<file path="src/rtl/glay_setup_resp_unpacker_pkg.sv">
// Shared FSM state encoding and line geometry for the setup-response unpacker.
// Default geometry is a 512-bit cacheline split into 32-bit words.
package glay_setup_pkg;

    typedef enum logic [1:0] {
        ST_IDLE  = 2'd0,
        ST_LOAD  = 2'd1,
        ST_SHIFT = 2'd2,
        ST_DONE  = 2'd3
    } state_e;

    localparam int DEF_DATA_WIDTH    = 512;
    localparam int DEF_WORD_WIDTH    = 32;
    localparam int DEF_COUNTER_WIDTH = 32;
    localparam int WORDS_PER_LINE    = DEF_DATA_WIDTH / DEF_WORD_WIDTH;

    function automatic int words_per_line(input int data_width, input int word_width);
        return data_width / word_width;
    endfunction

endpackage

</file>
<file path="src/rtl/glay_setup_resp_unpacker_if.sv">
// Cacheline-in / word-out stream bundle; master drives lines and takes words,
// slave (the unpacker) takes lines and drives words.
interface glay_setup_resp_unpacker_if #(
    parameter int DATA_WIDTH    = 512,
    parameter int WORD_WIDTH    = 32,
    parameter int COUNTER_WIDTH = 32
);
    logic                     resp_in_valid;
    logic [DATA_WIDTH-1:0]    resp_in_data;
    logic                     resp_in_ready;
    logic                     word_out_valid;
    logic [WORD_WIDTH-1:0]    word_out_data;
    logic [COUNTER_WIDTH-1:0] word_out_index;
    logic                     word_out_ready;

    modport master (
        output resp_in_valid, resp_in_data, word_out_ready,
        input  resp_in_ready, word_out_valid, word_out_data, word_out_index
    );

    modport slave (
        input  resp_in_valid, resp_in_data, word_out_ready,
        output resp_in_ready, word_out_valid, word_out_data, word_out_index
    );
endinterface

</file>
<file path="src/rtl/glay_setup_resp_unpacker.sv">
// Unpacks setup-response cachelines into a counted word stream; first word one cycle after a line handshake.
// Backpressure: word_out_ready low freezes the current word; resp_in_ready is asserted only in LOAD.
module glay_setup_resp_unpacker
    import glay_setup_pkg::*;
#(
    parameter int DATA_WIDTH    = DEF_DATA_WIDTH,
    parameter int WORD_WIDTH    = DEF_WORD_WIDTH,
    parameter int COUNTER_WIDTH = DEF_COUNTER_WIDTH
) (
    input  logic                     ap_clk,
    input  logic                     ap_rst_n,
    input  logic                     start,
    input  logic [COUNTER_WIDTH-1:0] word_count,
    output logic                     busy,
    output logic                     done,
    glay_setup_resp_unpacker_if.slave bus
);

    localparam int WPL    = words_per_line(DATA_WIDTH, WORD_WIDTH);
    localparam int LANE_W = (WPL > 1) ? $clog2(WPL) : 1;
    localparam logic [LANE_W-1:0] LAST_LANE = LANE_W'(WPL - 1);

    state_e                            state_q, state_d;
    logic [COUNTER_WIDTH-1:0]          count_q, count_d;
    logic [COUNTER_WIDTH-1:0]          index_q, index_d;
    logic [LANE_W-1:0]                 lane_q, lane_d;
    logic [WPL-1:0][WORD_WIDTH-1:0]    line_q, line_d;
    logic                              last_word;

    // Compare one bit wider so a count of 2^COUNTER_WIDTH-1 terminates without wrap.
    assign last_word = ((COUNTER_WIDTH+1)'(index_q) + (COUNTER_WIDTH+1)'(1))
                       == (COUNTER_WIDTH+1)'(count_q);

    always_ff @(posedge ap_clk or negedge ap_rst_n) begin
        if (!ap_rst_n) begin
            state_q <= ST_IDLE;
        end else begin
            state_q <= state_d;
        end
    end

    always_ff @(posedge ap_clk or negedge ap_rst_n) begin
        if (!ap_rst_n) begin
            count_q <= '0;
            index_q <= '0;
            lane_q  <= '0;
            line_q  <= '0;
        end else begin
            count_q <= count_d;
            index_q <= index_d;
            lane_q  <= lane_d;
            line_q  <= line_d;
        end
    end

    always_comb begin
        state_d = state_q;
        count_d = count_q;
        index_d = index_q;
        lane_d  = lane_q;
        line_d  = line_q;
        case (state_q)
            ST_IDLE, ST_DONE: begin
                if (start) begin
                    if (word_count != '0) begin
                        count_d = word_count;
                        index_d = '0;
                        lane_d  = '0;
                        state_d = ST_LOAD;
                    end else begin
                        state_d = ST_DONE;
                    end
                end
            end
            ST_LOAD: begin
                if (bus.resp_in_valid) begin
                    line_d  = bus.resp_in_data;
                    lane_d  = '0;
                    state_d = ST_SHIFT;
                end
            end
            ST_SHIFT: begin
                if (bus.word_out_ready) begin
                    if (last_word) begin
                        // Remaining lanes of a partially used line are simply dropped.
                        state_d = ST_DONE;
                    end else begin
                        index_d = index_q + COUNTER_WIDTH'(1);
                        if (lane_q == LAST_LANE) begin
                            state_d = ST_LOAD;
                        end else begin
                            lane_d = lane_q + LANE_W'(1);
                        end
                    end
                end
            end
            default: state_d = ST_IDLE;
        endcase
    end

    assign bus.resp_in_ready  = (state_q == ST_LOAD);
    assign bus.word_out_valid = (state_q == ST_SHIFT);
    assign bus.word_out_data  = line_q[lane_q];
    assign bus.word_out_index = index_q;
    assign busy               = (state_q == ST_LOAD) || (state_q == ST_SHIFT);
    assign done               = (state_q == ST_DONE);

endmodule

</file>
<file path="src/flat_wrapper.sv">
// flat-port wrapper written by rule: the top's interface ports become plain ports
module glay_setup_resp_unpacker_flat import glay_setup_pkg::*;
#(
    parameter int DATA_WIDTH    = DEF_DATA_WIDTH,
    parameter int WORD_WIDTH    = DEF_WORD_WIDTH,
    parameter int COUNTER_WIDTH = DEF_COUNTER_WIDTH
)
  (ap_clk, ap_rst_n, start, word_count, busy, done, bus_resp_in_valid, bus_resp_in_data, bus_word_out_ready, bus_resp_in_ready, bus_word_out_valid, bus_word_out_data, bus_word_out_index);
  glay_setup_resp_unpacker_if #(.DATA_WIDTH(DATA_WIDTH), .WORD_WIDTH(WORD_WIDTH), .COUNTER_WIDTH(COUNTER_WIDTH)) bus_i ();
  input  logic ap_clk;
  input  logic ap_rst_n;
  input  logic start;
  input  logic [COUNTER_WIDTH-1:0] word_count;
  output logic busy;
  output logic done;
  input wire logic [$bits(bus_i.resp_in_valid)-1:0] bus_resp_in_valid;
  input wire logic [$bits(bus_i.resp_in_data)-1:0] bus_resp_in_data;
  input wire logic [$bits(bus_i.word_out_ready)-1:0] bus_word_out_ready;
  output wire logic [$bits(bus_i.resp_in_ready)-1:0] bus_resp_in_ready;
  output wire logic [$bits(bus_i.word_out_valid)-1:0] bus_word_out_valid;
  output wire logic [$bits(bus_i.word_out_data)-1:0] bus_word_out_data;
  output wire logic [$bits(bus_i.word_out_index)-1:0] bus_word_out_index;
  assign bus_i.resp_in_valid = bus_resp_in_valid;
  assign bus_i.resp_in_data = bus_resp_in_data;
  assign bus_i.word_out_ready = bus_word_out_ready;
  assign bus_resp_in_ready = bus_i.resp_in_ready;
  assign bus_word_out_valid = bus_i.word_out_valid;
  assign bus_word_out_data = bus_i.word_out_data;
  assign bus_word_out_index = bus_i.word_out_index;
  glay_setup_resp_unpacker #(.DATA_WIDTH(DATA_WIDTH), .WORD_WIDTH(WORD_WIDTH), .COUNTER_WIDTH(COUNTER_WIDTH)) u_core (.ap_clk(ap_clk), .ap_rst_n(ap_rst_n), .start(start), .word_count(word_count), .busy(busy), .done(done), .bus(bus_i));
endmodule
</file>
<file path="config.mk">
export PLATFORM = sky130hd
export DESIGN_NAME = glay_setup_resp_unpacker_flat
export DESIGN_NICKNAME = d
export VERILOG_FILES = /design/src/rtl/glay_setup_resp_unpacker_pkg.sv /design/src/rtl/glay_setup_resp_unpacker_if.sv /design/src/rtl/glay_setup_resp_unpacker.sv /design/src/flat_wrapper.sv
export SDC_FILE = /design/constraint.sdc
export NUM_CORES = 1
export LEC_CHECK = 0
export CORE_MARGIN = 10
export CORE_UTILIZATION = 51
export DETAILED_ROUTE_END_ITERATION = 16
export PLACE_DENSITY = 0.81
export SKIP_LAST_GASP = 1
export SLEW_MARGIN = 40
export SYNTH_ARGS = -nofsm -noshare
export SYNTH_HDL_FRONTEND = slang
export SYNTH_SLANG_ARGS = --single-unit
</file>
<file path="constraint.sdc">
create_clock -name ap_clk -period 4.2 [get_ports ap_clk]
set_input_delay 0.84 -clock ap_clk [delete_from_list [all_inputs] [get_ports ap_clk]]
set_output_delay 0.84 -clock ap_clk [all_outputs]
set_load 0.005 [all_outputs]
</file>
==> flow_summary.toml <==
[status]
status = "complete, no violations"

[synthesis]
synth_cells = 2025
yosysWarnings = 0
synth_seq_cells = 582
yosysSeqAreaShare = 0.525
synthFlopType = "dfrtp_1"
synth.avg_cell_area_um2 = 13.7
syn_nets = 2580
async_flop_share = 1.00
synth_area_mm2 = 0.0278
synth-edff-count = 0
synth_cell_type_count = 71

[sta]
max_slew_margin = 0.442
finalHoldViolCount = 0
setup_viol_count_final = 0
fmaxAchievable_ghz = 0.242
worst_slew_pin_slew_ns = 0.837
rsz0062_at_grt = "true"
finalCriticalPeriod_ns = 4.14
min_period_over_period = 0.986
slew_violations = 0
setup_slack_ns = 0.0604
fin_skew_ns = 0.0161

[global_routing]
track_usage = 0.292
grt_max_degree = 85
grt_pass1_vias = 21752
antenna_found_initial = 36
grt_overflow_total = 0
grt_pass1_wl_mm = 141

[cts]
cts_buffer_depth = 3
root_buffer = "clkbuf_16"
cts_sinks = 582
clkLatencyLatePin_ns = 0.64
tritoncts = "done"
post_cts_buffers = 0
cts_buffers = 59
htreeDepth = 2
clk_pin_slew_ns = 0.06
ctsHoldBuffers = 0

[floorplanning]
rows = 85
die_w_um = 253
die_h_um = 253
die-area_mm2 = 0.0642
coreArea_mm2 = 0.0538
initial_utilization = 0.516
io_pins = 617

[place]
post-dp-hpwl_mm = 72.8
io_buffers = 616
place_congestion = 0.969
pre_cts_ws_ns = 0.367

[routing]
wl_per_cell_um = 28.3
routed_via_density = 6.04
drt-pass1-iter-count = 5
via_count = 20472
antenna_left = 0
drt_iter0_markers = 1722
drt-total-wl_mm = 96.0
drcViolationCount = 0

[critical_path]
cp_max_fo = 38
required_ns = 3.36
cp.arrival_ns = 3.30
end_kind = "output port"
start_kind = "flop"
worstSetupPathType = "flop to output port"

[finish]
drive_above_1_share = 0.306
area_delta_synth_final_pct = 33.7
final_common_cell = "clkdlybuf4s50_1"
final_nets = 3178
final_cell_mix = "clkdlybuf4s50_1 (615), dfrtp_1 (578), mux2_2 (546), mux2i_1 (146), nand2_1 (71)"
fillers = 3683

[pwr]
powerDensity_mw_per_mm2 = 682
finalPower_uw = 25300
vdd_drop_max_v = 0.000406
p_leak_uw = 0.0151

[min_path]
hold_class = "input port to asynchronous set/reset pin"

[run]
max_cap_viol_count = 0
[per-layer routing]
metal	routed length, um	vias to the layer above	track usage	share of wire
li1	-	8811	-	-
met1	38100	10562	0.371	0.40
met2	47500	901	0.475	0.49
met3	7710	174	0.0766	0.080
met4	2630	24	0.105	0.027
met5	149	-	0	0.0016
[through the flow]
step           TNS (ns)   util  cell area [um2]  hold slack (ns)  cells
2_1_floorplan         0      -            27800            0.474   2025
3_3_place_gp          0  0.649            34900            0.482   3256
3_5_place_dp          0  0.650            35000            0.487   3257
4_1_cts               0  0.688            37000            0.237   3367
5_1_grt          -0.129  0.689            37100            0.269   3386
6_report              0  0.690            37100            0.230   3390
[what timing repair did]
action / CTS / global route
hold endpoints to repair: 0 / 0
resized for setup: 3 / 6
setup endpoints to repair: 3 / 12
cloned: 0 / 1
pin swaps: 0 / 1
[synth_stat cells, types with 3 or more instances]
master	instances	area (um2)
mux2_2	546	6150
nor4_1	16	100
a31oi_1	16	100
o211ai_1	3	22.5
and3_1	19	119
xor2_1	15	131
nor3_1	30	150
o21ai_0	41	205
clkinv_1	3	11.3
buf_4	8	60.1
ha_1	6	75.1
nand3_1	24	120
buf_2	13	65.1
o22ai_1	3	18.8
nor2_1	38	143
nand2b_1	4	25.0
o31ai_1	4	30.0
buf_6	3	33.8
or2_2	3	18.8
and2_1	3	18.8
nand2_1	72	270
or3_1	3	18.8
dfrtp_1	582	14600
buf_1	21	78.8
mux4_2	64	1440
a21oi_1	22	110
nor4_4	3	63.8
mux2i_1	146	1460
a41oi_1	7	61.3
clkbuf_1	105	394
nor2b_1	3	18.8
nand4_1	13	81.3
a22oi_1	32	240
nor3b_1	3	22.5
inv_1	8	30.0
xnor2_1	30	263
a221oi_1	64	561
[registers in the layout, indices dropped and copies added, names as in the netlist]
register,flops
u_core.state_q,2
u_core.line_q,512
u_core.bus.word_out_index,32
u_core.lane_q,4
u_core.count_q,32
[critical path: stages (launching register included)]
cell	delay (ns)
dfrtp_4	0.58
buf_12	0.31
mux2i_1	0.12
a221oi_1	0.75
o21ai_0	0.18
nand2_1	0.11
clkdlybuf4s50_1	0.59
[cells by family (layout without fill, tap and decap cells)]
| kind of cell | count (synthesis) | in the layout | share of synthesized area |
|---|---|---|---|
| other cells | 0 | 22 | 0 |
| xor+xnor | 45 | 45 | 0.0142 |
| fa+ha+maj | 6 | 6 | 0.00270 |
| buf+inv | 161 | 807 | 0.0242 |
| mux | 756 | 756 | 0.326 |
| simple gates | 255 | 256 | 0.0502 |
| compound gates | 220 | 220 | 0.0581 |
| flops | 582 | 582 | 0.525 |
[path summary, 6_finish.rpt]
path	start	slack [ns]	endpoint	cells after the start
worst max-delay path	u_core.lane_q[0]	0.06	bus_word_out_data[14]	6
worst min-delay path	ap_rst_n	0.23	u_core.line_q[223]	1
worst max register to register	u_core.bus.word_out_index[5]	0.43	u_core.state_q[1]	10
worst min register to register	u_core.line_q[345]	0.50	u_core.line_q[345]	1
max in group asynchronous	ap_rst_n	2.84	u_core.line_q[232]	3
min in group ap_clk	u_core.line_q[345]	0.50	u_core.line_q[345]	1
[cell type report]
| cell class | instances | area [um2] | area share |
|---|---|---|---|
| flip-flops and latches | 582 | 14600 | 0.393 |
| multi-input cells | 1283 | 12600 | 0.340 |
| repair buffers | 686 | 6930 | 0.187 |
| clock buffers | 83 | 1690 | 0.0454 |
| well taps | 696 | 871 | 0.0235 |
| clock inverters | 27 | 340 | 0.00917 |
| diodes | 22 | 55.1 | 0.00148 |
| inverters | 11 | 41.3 | 0.00111 |
[where the power goes]
| part | internal (uW) | leakage, uW | switching [uW] |
|---|---|---|---|
| clock | 3180 | 0.000983 | 2310 |
| sequential | 8360 | 0.00692 | 1670 |
| combinational | 5680 | 0.00720 | 4100 |
| total | 17200 | 0.0151 | 8080 |
Power figures use the tool's default switching activity.
